## config.mk

```make
export PLATFORM = sky130hd
export DESIGN_NAME = register_file_snapshot_flat
export DESIGN_NICKNAME = d
export VERILOG_FILES = /design/src/rtl/register_file_snapshot_if.sv /design/src/rtl/register_file_snapshot.sv /design/src/flat_wrapper.sv
export SDC_FILE = /design/constraint.sdc
export NUM_CORES = 1
export LEC_CHECK = 0
export CORE_MARGIN = 5
export CORE_UTILIZATION = 57
export DETAILED_ROUTE_END_ITERATION = 6
export GPL_TIMING_DRIVEN = 0
export HOLD_SLACK_MARGIN = 0.15
export PLACE_DENSITY = 0.82
export SYNTH_ARGS = -nofsm -noshare
export SYNTH_HDL_FRONTEND = slang
export SYNTH_SLANG_ARGS = --single-unit
```

## constraint.sdc

```tcl
create_clock -name clk -period 2.95 [get_ports clk]
set_clock_uncertainty 0.2 [all_clocks]
set_input_delay 0.4425 -clock clk [delete_from_list [all_inputs] [get_ports clk]]
set_output_delay 0.4425 -clock clk [all_outputs]
set_load 0.02 [all_outputs]
```

## src/rtl/register_file_snapshot_if.sv

```systemverilog
// Bus bundle for register_file_snapshot: read/write ports plus checkpoint control.
// The master side drives the requests and the slave side (the register file) answers them.
interface register_file_snapshot_if #(
  parameter int DW     = 8,
  parameter int NREGS  = 4,
  parameter int NUM_RD = 1,
  parameter int NUM_WR = 1
) ();
  localparam int AW = $clog2(NREGS);

  logic [NUM_RD*AW-1:0] rd_addr;
  logic [NUM_RD*DW-1:0] rd_data;
  logic [NUM_WR-1:0]    wr_call;
  logic [NUM_WR*AW-1:0] wr_addr;
  logic [NUM_WR*DW-1:0] wr_data;
  logic                 snap_call;
  logic                 restore_call;
  logic                 snap_valid;
  logic                 restore_err;

  modport master (
    output rd_addr, wr_call, wr_addr, wr_data, snap_call, restore_call,
    input  rd_data, snap_valid, restore_err
  );

  modport slave (
    input  rd_addr, wr_call, wr_addr, wr_data, snap_call, restore_call,
    output rd_data, snap_valid, restore_err
  );
endinterface

```

## src/rtl/register_file_snapshot.sv

```systemverilog
// Multi-port register file with optional read bypass and a single-level snapshot/restore shadow.
// Defining REGFILE_DUMP_EN adds the dump_data and shadow_data observation outputs.
module register_file_snapshot #(
  parameter int             DW        = 8,
  parameter int             NREGS     = 4,
  parameter int             NUM_RD    = 1,
  parameter int             NUM_WR    = 1,
  parameter int             BYPASS    = 1,
  parameter logic [DW-1:0]  RESET_VAL = '0
) (
  input  logic                     clk,
  input  logic                     reset,
  register_file_snapshot_if.slave  bus
`ifdef REGFILE_DUMP_EN
  ,
  output logic [NREGS*DW-1:0]      dump_data,
  output logic [NREGS*DW-1:0]      shadow_data
`endif
);
  localparam int AW = $clog2(NREGS);

  logic [DW-1:0] regs     [NREGS];
  logic [DW-1:0] shadow   [NREGS];
  logic [DW-1:0] wr_chain [NREGS];
  logic [DW-1:0] next_reg [NREGS];
  logic          snap_valid;
  logic          restore_err;
  logic          do_restore;

  assign do_restore = bus.restore_call && snap_valid;

  // Later write ports overwrite earlier ones; addresses >= NREGS match no register.
  always_comb begin
    for (int r = 0; r < NREGS; r++) begin
      wr_chain[r] = regs[r];
      for (int w = 0; w < NUM_WR; w++) begin
        if (bus.wr_call[w] && (bus.wr_addr[w*AW +: AW] == AW'(r))) begin
          wr_chain[r] = bus.wr_data[w*DW +: DW];
        end
      end
      next_reg[r] = do_restore ? shadow[r] : wr_chain[r];
    end
  end

  always_ff @(posedge clk or posedge reset) begin
    if (reset) begin
      for (int r = 0; r < NREGS; r++) begin
        regs[r]   <= RESET_VAL;
        shadow[r] <= RESET_VAL;
      end
    end else begin
      for (int r = 0; r < NREGS; r++) begin
        regs[r] <= next_reg[r];
        if (bus.snap_call && !do_restore) begin
          shadow[r] <= wr_chain[r];
        end
      end
    end
  end

  // A snapshot requested alongside an effective restore re-arms the checkpoint.
  always_ff @(posedge clk or posedge reset) begin
    if (reset) begin
      snap_valid  <= 1'b0;
      restore_err <= 1'b0;
    end else begin
      restore_err <= bus.restore_call && !snap_valid;
      if (do_restore) begin
        snap_valid <= bus.snap_call;
      end else if (bus.snap_call) begin
        snap_valid <= 1'b1;
      end
    end
  end

  assign bus.snap_valid  = snap_valid;
  assign bus.restore_err = restore_err;

  always_comb begin
    bus.rd_data = '0;
    for (int p = 0; p < NUM_RD; p++) begin
      for (int r = 0; r < NREGS; r++) begin
        if (bus.rd_addr[p*AW +: AW] == AW'(r)) begin
          if (reset) begin
            bus.rd_data[p*DW +: DW] = RESET_VAL;
          end else if (BYPASS != 0) begin
            bus.rd_data[p*DW +: DW] = next_reg[r];
          end else begin
            bus.rd_data[p*DW +: DW] = regs[r];
          end
        end
      end
    end
  end

`ifdef REGFILE_DUMP_EN
  always_comb begin
    dump_data   = '0;
    shadow_data = '0;
    for (int r = 0; r < NREGS; r++) begin
      dump_data[r*DW +: DW]   = regs[r];
      shadow_data[r*DW +: DW] = shadow[r];
    end
  end
`endif
endmodule

```

## src/flat_wrapper.sv

```systemverilog
// flat-port wrapper written by rule: the top's interface ports become plain ports
module register_file_snapshot_flat 
#(
  parameter int             DW        = 8,
  parameter int             NREGS     = 4,
  parameter int             NUM_RD    = 1,
  parameter int             NUM_WR    = 1,
  parameter int             BYPASS    = 1,
  parameter logic [DW-1:0]  RESET_VAL = '0
)
  (clk, reset, bus_rd_addr, bus_wr_call, bus_wr_addr, bus_wr_data, bus_snap_call, bus_restore_call, bus_rd_data, bus_snap_valid, bus_restore_err);
  register_file_snapshot_if #(.DW(DW), .NREGS(NREGS), .NUM_RD(NUM_RD), .NUM_WR(NUM_WR)) bus_i ();
  input  logic clk;
  input  logic reset;
  input wire logic [$bits(bus_i.rd_addr)-1:0] bus_rd_addr;
  input wire logic [$bits(bus_i.wr_call)-1:0] bus_wr_call;
  input wire logic [$bits(bus_i.wr_addr)-1:0] bus_wr_addr;
  input wire logic [$bits(bus_i.wr_data)-1:0] bus_wr_data;
  input wire logic [$bits(bus_i.snap_call)-1:0] bus_snap_call;
  input wire logic [$bits(bus_i.restore_call)-1:0] bus_restore_call;
  output wire logic [$bits(bus_i.rd_data)-1:0] bus_rd_data;
  output wire logic [$bits(bus_i.snap_valid)-1:0] bus_snap_valid;
  output wire logic [$bits(bus_i.restore_err)-1:0] bus_restore_err;
  assign bus_i.rd_addr = bus_rd_addr;
  assign bus_i.wr_call = bus_wr_call;
  assign bus_i.wr_addr = bus_wr_addr;
  assign bus_i.wr_data = bus_wr_data;
  assign bus_i.snap_call = bus_snap_call;
  assign bus_i.restore_call = bus_restore_call;
  assign bus_rd_data = bus_i.rd_data;
  assign bus_snap_valid = bus_i.snap_valid;
  assign bus_restore_err = bus_i.restore_err;
  register_file_snapshot #(.DW(DW), .NREGS(NREGS), .NUM_RD(NUM_RD), .NUM_WR(NUM_WR), .BYPASS(BYPASS), .RESET_VAL(RESET_VAL)) u_core (.clk(clk), .reset(reset), .bus(bus_i));
endmodule
```

# ---- Word level (Yosys, flattened, before mapping)
# Index checks and enable logic that the tools add are counted.
dict set report totals {
  inputBits 17
  word_cells 46
  ff_bits 66
  output_inout_bits 10
}
dict set report op_classes {
  eq_ne 6
  n_mux 18
  n_reduce_logical 12
}
# operator n
set op_table {}
lappend op_table {{$mux 8} 16}
lappend op_table {{$eq 2x2->1 const B} 4}
lappend op_table {{$logic_and 1x1->1} 7}
lappend op_table {{$eq 2x1->1 const B} 2}
lappend op_table {{$logic_not 2->1} 2}
lappend op_table {{$logic_not 1->1} 2}
lappend op_table {{$mux 1} 2}
lappend op_table {{$reduce_bool 2->1} 1}

# ---- Logic depth before layout (Yosys ltp)
# Gate-level depths: netlist of the first run.
dict set report depth {
  word_depth 9
  depth_mapped 7
}

# ---- Least setup slack after synthesis of the first run
# OpenSTA, ideal clock, no wires.
dict set report synth_timing {
  kind {input-to-output}
  start {input port bus_wr_addr[1]}
  end {output port bus_rd_data[3]}
  path_slack_ns 0.391
  path_stages 5
  path_buffers 1
  arrival_ns 1.916
  path_cell_list {nand3b_1 clkbuf_1 mux2i_1 a21oi_1 or4_1}
}
dict set report synth_between {
  elab_chain_cells 9
  word_cells_on_any_way 24
  cone_classes {eq/ne: 3; mux: 16; reduce/logical: 5}
}
# item line_no
set synth_lines {}
lappend synth_lines {{from (decl)} flat_wrapper.sv:17} ;# input wire logic [$bits(bus_i.wr_addr)-1:0] bus_wr_addr;
lappend synth_lines {{$logic_not 2->1} register_file_snapshot.sv:37} ;# if (bus.wr_call[w] && (bus.wr_addr[w*AW +: AW] == AW'(r))) begin
lappend synth_lines {{$logic_and 1x1->1} register_file_snapshot.sv:37}
lappend synth_lines {{$mux 8} register_file_snapshot.sv:37}
lappend synth_lines {{$mux 8} register_file_snapshot.sv:41} ;# next_reg[r] = do_restore ? shadow[r] : wr_chain[r];
lappend synth_lines {{$mux 8} register_file_snapshot.sv:84} ;# if (reset) begin
lappend synth_lines {{$mux 8 (3 in a row)} register_file_snapshot.sv:83} ;# if (bus.rd_addr[p*AW +: AW] == AW'(r)) begin
lappend synth_lines {{$mux 8 *} register_file_snapshot.sv:83}
lappend synth_lines {{to (decl)} flat_wrapper.sv:21} ;# output wire logic [$bits(bus_i.rd_data)-1:0] bus_rd_data;
# Mark *: on every way between the ends. The rest lies on a longest branch, timed or not.

# ---- Final worst setup path of the first run
dict set report layout_timing {
  start {input port bus_wr_addr[1]}
  end {output port bus_rd_data[2]}
}
# The elaborated chain is that of the path after synthesis.

==> results.md, run 1 <==
* Cell breakdown of the critical path: dlygate4sd2_1 > nand3b_1 > buf_4 > mux2i_1 > a21oi_1 > or4_1 > buf_2
* IO Count at 27
* Setup TNS at 0 ps
* RePlAce Congestion at roughly 0.87
* Grt ovf at 0
* Die Area at 7020 µm²
* Number of synthesized flops with an enable pin at 0
* Final hold violation count at 0
* CTS Buf Count at 9
* Synth async-reset ratio at 100%
* Port Buf Inserts at 26
* Reg2reg end: u_core.regs[18]$_DFF_PP0_
* Avg Inst Size Synth at 9.21 µm²
* Post-synthesis sequential area ratio at a little over half
* Pre-antenna DRT Iters at 5
* Commonest non-fill, non-tap cell in the layout: a21oi_1
* Total power at 2580 µW
* Final slew viol count at 0
* WHS Endpoint: u_core.bus.restore_err$_DFF_PP0_
* Static leakage power at 0.00162 µW
* Delay-heaviest family, CP: buffers and inverters
* CTS tree: built
* Core ar. at 5200 µm²
* Placed Cells incl. Taps at 434
* Share of layout cells above drive strength 1 at between 10% and 20%
* Power per cell area at 663 nW/µm²
* Status: complete, no violations
* GRT Total Usage at 28.0%
* Slowest stage cell, crit path: or4_1
* CP bufs+invs at 3
* Max Cap Viol at 0
* Main synth FF type: dfrtp_1
* Slew @ Worst Pin at slightly below 700 ps
* Row count at 26
* Unrepaired setup endpoints after global routing: true
* R2R Path Start: u_core.bus.snap_valid$_DFFE_PP0P_
* CP required at 2310 ps
* WL/cell at around 21 µm
* Chip width at between 80 and 90 µm
* Hold Path Class: flip-flop to flip-flop
* Syn nets at 354
* Yosys Warn Count at 0
* Area Overhead vs Synth at 25.2%
* Initial core utilization at 59.6%
* Ant. Diodes at 0
* Tcrit/Tclk final at around 100%
* Hold Path Stages at 1
* Vias in the first global route at 2929
* Crit path max fanout at 8
* Nets at 396
* Clk Latency, worst-skew pair at 350 ps
* R2R cell count at 7
* Initial antenna violation count at 0
* Mapped Area at roughly 3100 µm²
* Endpoint class of the critical path: output port
* Die height at 83.8 µm
* CTS root buffer: clkbuf_8
* CP Class: primary input to output port
* Highest cell delay on the worst timing path at 530 ps
* Achievable Freq at 341 MHz
* Setup-failing EPs final at 0
* Peak supply drop at approximately 0.00044 V
* First-pass GRT wire length at 15.0 mm
* Clk buf depth at 2
* Startpoint of the worst hold path: u_core.bus.snap_valid$_DFFE_PP0P_
* Commonest cells after routing, fill and taps aside: a21oi_1 (95), dfrtp_1 (66), nor2_1 (65)
* CP Launch Point: bus_wr_addr[1]
* Syn Inst Count at between 300 and 400
* CTS HTree Levels at 3
* Post-synthesis register bit count at 66
* Vias at between 2000 and 3000
* Synth unique cells at 20
* CTS sink cnt at 66
* CP arrival at 2290 ps
* Drt via density at between 6 and 7
* Non-Filler Instances at 453
* DR iter-0 viols at 384
* DRC viols at 0
* Reg2Reg Setup Slack at 550 ps
* Reg clk slew, reported paths at 70 ps
* Routed Antenna Nets at 0
* Final cell utilization of the core at 74.6%
* Largest net degree at the start of global routing at 43
* Fillers at 374
* Slew headroom at 54.2%
* DPL Wire Length at ~5.7 mm
* WL final at 9.51 mm
* Startpoint types: primary input
* Minimum clock period at a little under 3000 ps
==> per-layer routing <==
layer	track usage, %	up-vias	part of all wire (%)
li1	-	1262	-
met2	44.5	206	48
met1	35.3	1330	39
met3	5.63	43	9.1
met5	0	-	0
met4	16.8	0	4.2
==> cell families after synthesis <==
kind of cell / share of synthesized area, %
muxes: 10.3
buffers and inverters: 3.63
AOI/OAI and AO/OA: 20.9
DFF: 53.2
and+or+nand+nor: 12.0
==> final cells by class <==
type                    count  area [µm²]  share of cell area [%]
well taps                  70        87.6                    2.25
repair buffers             34         330                    8.50
multi-input cells         244        1520                    39.0
inverters                   2        7.51                   0.193
clock inverters             3        15.0                   0.386
clock buffers              12         155                    3.99
flip-flops and latches     66        1650                    42.5
plain buffers              22         121                    3.12
==> what timing repair did <==
item	4_1_cts	5_1_grt
hold buffers	0	1
setup buffers	2	4
setup endpoints to repair	8	8
gates resized for setup	67	42
pin swaps	0	3
endpoints found under the hold margin	0	15
==> sequential cells by signal (all words and copies together), names as in the netlist <==
register                flops
u_core.bus.restore_err      1
u_core.bus.snap_valid       1
u_core.shadow              32
u_core.regs                32
==> cells in the mapped netlist (2+ instances only) <==
| cell | number | share of area, % |
|---|---|---|
| nor2_1 | 65 | 7.9 |
| a21oi_1 | 96 | 15 |
| mux2i_1 | 32 | 10 |
| or4_1 | 8 | 1.9 |
| buf_2 | 3 | 0.48 |
| o21ai_0 | 32 | 5.2 |
| dfrtp_1 | 66 | 53 |
| nor3b_1 | 2 | 0.48 |
| inv_1 | 2 | 0.24 |
| clkbuf_1 | 20 | 2.4 |
| nand3b_1 | 2 | 0.48 |
==> power breakdown <==
| part | switching (µW) | internal [µW] | leakage, µW | total (µW) |
|---|---|---|---|---|
| Sequential | 130 | 1110 | 0.000691 | 1240 |
| Clock | 344 | 342 | 0.0000920 | 686 |
| Combinational | 368 | 281 | 0.000839 | 649 |
==> through the flow <==
| stage | setup WS, ps | instance area [µm²] | hold slack [ps] |
|---|---|---|---|
| 2_1_floorplan | 391 | 3100 | 313 |
| 3_3_place_gp | -949 | 3450 | 258 |
| 3_5_place_dp | -1000 | 3470 | 272 |
| 4_1_cts | 0.516 | 3750 | 281 |
| 5_1_grt | -74.8 | 3880 | 338 |
| 6_report | 13.7 | 3880 | 290 |
==> worst max-delay path by stage <==
stage / to / slack (ps) / cells past startpoint
floorplan: bus_rd_data[3] / 390 / 5
global placement: bus_rd_data[1] / -950 / 7
detailed placement: bus_rd_data[3] / -1000 / 7
CTS: bus_rd_data[0] / 0.5 / 8
global route: bus_rd_data[2] / -70 / 7
finish: bus_rd_data[2] / 10 / 7
Note: power is estimated with default switching activity, not from simulation.
==> inputs of run 2 (changes only) <==
--- a/config.mk
+++ b/config.mk
@@ -5,12 +5,16 @@
 export SDC_FILE = /design/constraint.sdc
 export NUM_CORES = 1
 export LEC_CHECK = 0
+export ABC_AREA = 1
+export CELL_PAD_IN_SITES_DETAIL_PLACEMENT = 0
+export CELL_PAD_IN_SITES_GLOBAL_PLACEMENT = 2
 export CORE_MARGIN = 5
-export CORE_UTILIZATION = 57
+export CORE_UTILIZATION = 40
 export DETAILED_ROUTE_END_ITERATION = 6
+export DONT_BUFFER_PORTS = 1
 export GPL_TIMING_DRIVEN = 0
 export HOLD_SLACK_MARGIN = 0.15
-export PLACE_DENSITY = 0.82
+export PLACE_DENSITY = 0.83
 export SYNTH_ARGS = -nofsm -noshare
 export SYNTH_HDL_FRONTEND = slang
 export SYNTH_SLANG_ARGS = --single-unit
==> results.md, run 2 <==
* Syn Inst Count at 413 (was 337)
* Clk Latency, worst-skew pair at 350 ps (about the same)
* Reg2Reg Setup Slack at 1130 ps (was 550 ps)
* Peak supply drop at 0.000277 V (was 0.000436 V)
* Total power at 2650 µW (was 2580 µW)
* Most common cell in the netlist: nand3_1 (was a21oi_1)
* CTS root buffer: clkbuf_8 (unchanged)
* Startpoint types: primary input (unchanged)
* Nets at 452 (was 396)
* Multiplexer share of the synthesized area at 0% (was 10.3%)
* CTS Buf Count at 9 (unchanged)
* Setup-failing EPs final at 0 (unchanged)
* Compound-Gate Fraction of Synth Area at 12.2% (was 20.9%)
* Commonest cells after routing, fill and taps aside: nand3_1 (71), dfrtp_1 (66), nand2_1 (61) (was a21oi_1 (95), dfrtp_1 (66), nor2_1 (65))
* Unrepaired setup endpoints after global routing: false (was true)
* Routed Antenna Nets at 0 (unchanged)
* Crit path max fanout at 8 (unchanged)
* WL final at 11.4 mm (was 9.51 mm)
* CTS HTree Levels at 3 (unchanged)
* Net switching power at 817 µW (was 842 µW)
* Achievable Freq at 362 MHz (was 341 MHz)
* Minimum clock period at 2760 ps (was 2940 ps)
* Initial core utilization at 40.4% (was 59.6%)
* CTS sink cnt at 66 (unchanged)
* Largest net degree at the start of global routing at 67 (was 43)
* Main synth FF type: dfrtp_1 (unchanged)
* Finished Cell Area at 4180 µm² (was 3880 µm²)
* RePlAce Congestion at 0.776 (was 0.866)
* Hold Path Class: primary input to flip-flop (was flip-flop to flip-flop)
* Xor/xnor share of the synthesized area at 0% (unchanged)
* WL/cell at 20.7 µm (was 21.0 µm)
* Initial antenna violation count at 0 (unchanged)
* Final slew viol count at 0 (unchanged)
* Clk buf depth at 2 (unchanged)
* Switching share of power at 30.8% (was 32.7%)
* CTS tree: built (unchanged)
* List of most frequent post-synthesis cells: nand3_1 (71), dfrtp_1 (66), nand2_1 (61) (was a21oi_1 (96), dfrtp_1 (66), nor2_1 (65))
* Placed Area at 3820 µm² (was 3470 µm²)
* Avg Inst Size Synth at 8.91 µm² (was 9.21 µm²)
* Final hold violation count at 0 (unchanged)
* Yosys Warn Count at 0 (unchanged)
* Status: complete, no violations (unchanged)
* Drt via density at 5.77 (was 6.27)
* Adder-cell share of the synthesized area at 0% (unchanged)
* Die height at 106 µm (was 83.8 µm)
* Synth async-reset ratio at 100% (unchanged)
* Slew headroom at 53.5% (was 54.2%)
* Grt ovf at 0 (unchanged)
* Register share of total power at 44.2% (was 48.2%)
* Tcrit/Tclk final at 93.7% (was 99.5%)
* DRC viols at 0 (unchanged)
* DPL Wire Length at 7.69 mm (was 5.73 mm)
* Area Overhead vs Synth at 13.5% (was 25.2%)
* Final hold slack at 169 ps (was 290 ps)
* First-pass GRT wire length at 18.7 mm (was 15.0 mm)
* Vias at 3182 (was 2841)
* P_int at 1840 µW (was 1730 µW)
* Mapped Area at 3680 µm² (was 3100 µm²)
* Synth unique cells at 28 (was 20)
* DR iter-0 viols at 231 (was 384)
* Die Area at 11200 µm² (was 7020 µm²)
* IO Count at 27 (unchanged)
* Commonest non-fill, non-tap cell in the layout: nand3_1 (was a21oi_1)
* CP required at 2310 ps (about the same)
* Share of layout cells above drive strength 1 at 13.9% (was 17.2%)
* Clock power share at 32.9% (was 26.6%)
* Static leakage power at 0.00173 µW (was 0.00162 µW)
* CP arrival at 2120 ps (was 2290 ps)
* Post-CTS Setup Inserts at 0 (was 2)
* Synth Area in Simple Gates at 34.8% (was 12.0%)
* Post-synthesis sequential area ratio at 44.9% (was 53.2%)
* Post-synthesis register bit count at 66 (unchanged)
* Number of synthesized flops with an enable pin at 0 (unchanged)
* Combinational share of power at 22.9% (was 25.2%)
* Slew @ Worst Pin at 694 ps (was 687 ps)
* GRT Total Usage at 21.7% (was 28.0%)
* Reg clk slew, reported paths at 70 ps (about the same)
* Synth area leaders: dfrtp_1 (45%), nand3_1 (9.7%), a41oi_1 (7.6%), nand2_1 (6.2%), and2_1 (5.4%) (was dfrtp_1 (53%), a21oi_1 (15%), mux2i_1 (10%), nor2_1 (7.9%), o21ai_0 (5.2%))
* Row count at 35 (was 26)
* CP Class: primary input to output port (unchanged)
* Fillers at 880 (was 374)
* Port Buf Inserts at 0 (was 26)
* Chip width at 106 µm (was 83.8 µm)
* Max Cap Viol at 0 (unchanged)
* Area fraction of the dominant cell type after synthesis at 44.9% (was 53.2%)
* Core ar. at 9110 µm² (was 5200 µm²)
* Ant. Diodes at 0 (unchanged)
* Largest family of logic cells by synthesized area: simple AND/OR/NAND/NOR gates (was compound AO/OA/AOI/OAI gates)
* Final cell utilization of the core at 45.9% (was 74.6%)
* Synth area leader: dfrtp_1 (unchanged)
* Vias in the first global route at 3281 (was 2929)
* Syn nets at 430 (was 354)
* Power per cell area at 635 nW/µm² (was 663 nW/µm²)
* Biggest regs: u_core.regs x32, u_core.shadow x32 (unchanged)
* Endpoint class of the critical path: output port (unchanged)
* Pre-antenna DRT Iters at 4 (was 5)
[run 2: routing by layer]
metal | global-route usage [%] | wire length, µm
met1 | 31.0 | 5350
met2 | 34.1 | 5390
met3 | 3.28 | 526
met4 | 6.48 | 150
met5 | 0 | 0
[run 2: area by class of cell]
| type | instances | area, µm² | area share (%) |
|---|---|---|---|
| repair buffers | 11 | 128 | 3.06 |
| clock inverters | 5 | 77.6 | 1.86 |
| flip-flops and latches | 66 | 1650 | 39.5 |
| well taps | 111 | 139 | 3.33 |
| clock buffers | 11 | 141 | 3.39 |
| inverters | 20 | 80.1 | 1.92 |
| multi-input cells | 298 | 1730 | 41.5 |
| plain buffers | 29 | 225 | 5.39 |
[run 2: worst max-delay path, cell delays in order]
cell           delay (ps)
dlygate4sd3_1         590
inv_6                  90
nand2_1                90
nor2_2                390
nand3_1               140
nand2_1               140
inv_1                  60
nand2_1               170
[run 2: stage by stage]
| stage | instances | TNS, ps | setup slack [ps] |
|---|---|---|---|
| 2_1_floorplan | 413 | 0 | 207 |
| 3_3_place_gp | 524 | -5040 | -660 |
| 3_5_place_dp | 524 | -779 | -126 |
| 4_1_cts | 551 | 0 | 23.4 |
| 5_1_grt | 551 | 0 | 50.0 |
| 6_report | 551 | 0 | 186 |
[run 2: what timing repair did]
action | in CTS | in global routing
hold buffers | 11 | 0
endpoints found under the setup margin | 8 | 8
endpoints found under the hold margin | 96 | 0
resized for setup | 1 | 2
[run 2: cells by family after synthesis]
| kind of cell | after synthesis |
|---|---|
| compound gates | 65 |
| simple gates | 233 |
| buf+inv | 49 |
| flops | 66 |
[run 2: power by group through the flow]
stage | Sequential (µW) | Clock, µW | Combinational [µW]
5_1_grt | 1190 | 919 | 691
3_5_place_dp | 1190 | 0 | 585
3_3_place_gp | 1180 | 0 | 572
6_report | 1170 | 871 | 608
2_1_floorplan | 1170 | 0 | 466
4_1_cts | 1170 | 887 | 610
[run 2: path summary, 6_finish.rpt]
path                                              startpoint  depth (start not counted)                            end
min in group asynchronous                              reset                          3       u_core.regs[7]$_DFF_PP0_
hold reg to reg                    u_core.regs[10]$_DFF_PP0_                          2  u_core.shadow[10]$_DFFE_PP0P_
hold / removal                                bus_wr_data[2]                          2  u_core.shadow[18]$_DFFE_PP0P_
setup / recovery                                       reset                          8                 bus_rd_data[1]
setup reg to reg           u_core.bus.snap_valid$_DFFE_PP0P_                          5  u_core.shadow[18]$_DFFE_PP0P_
max in group asynchronous                              reset                          3  u_core.shadow[10]$_DFFE_PP0P_
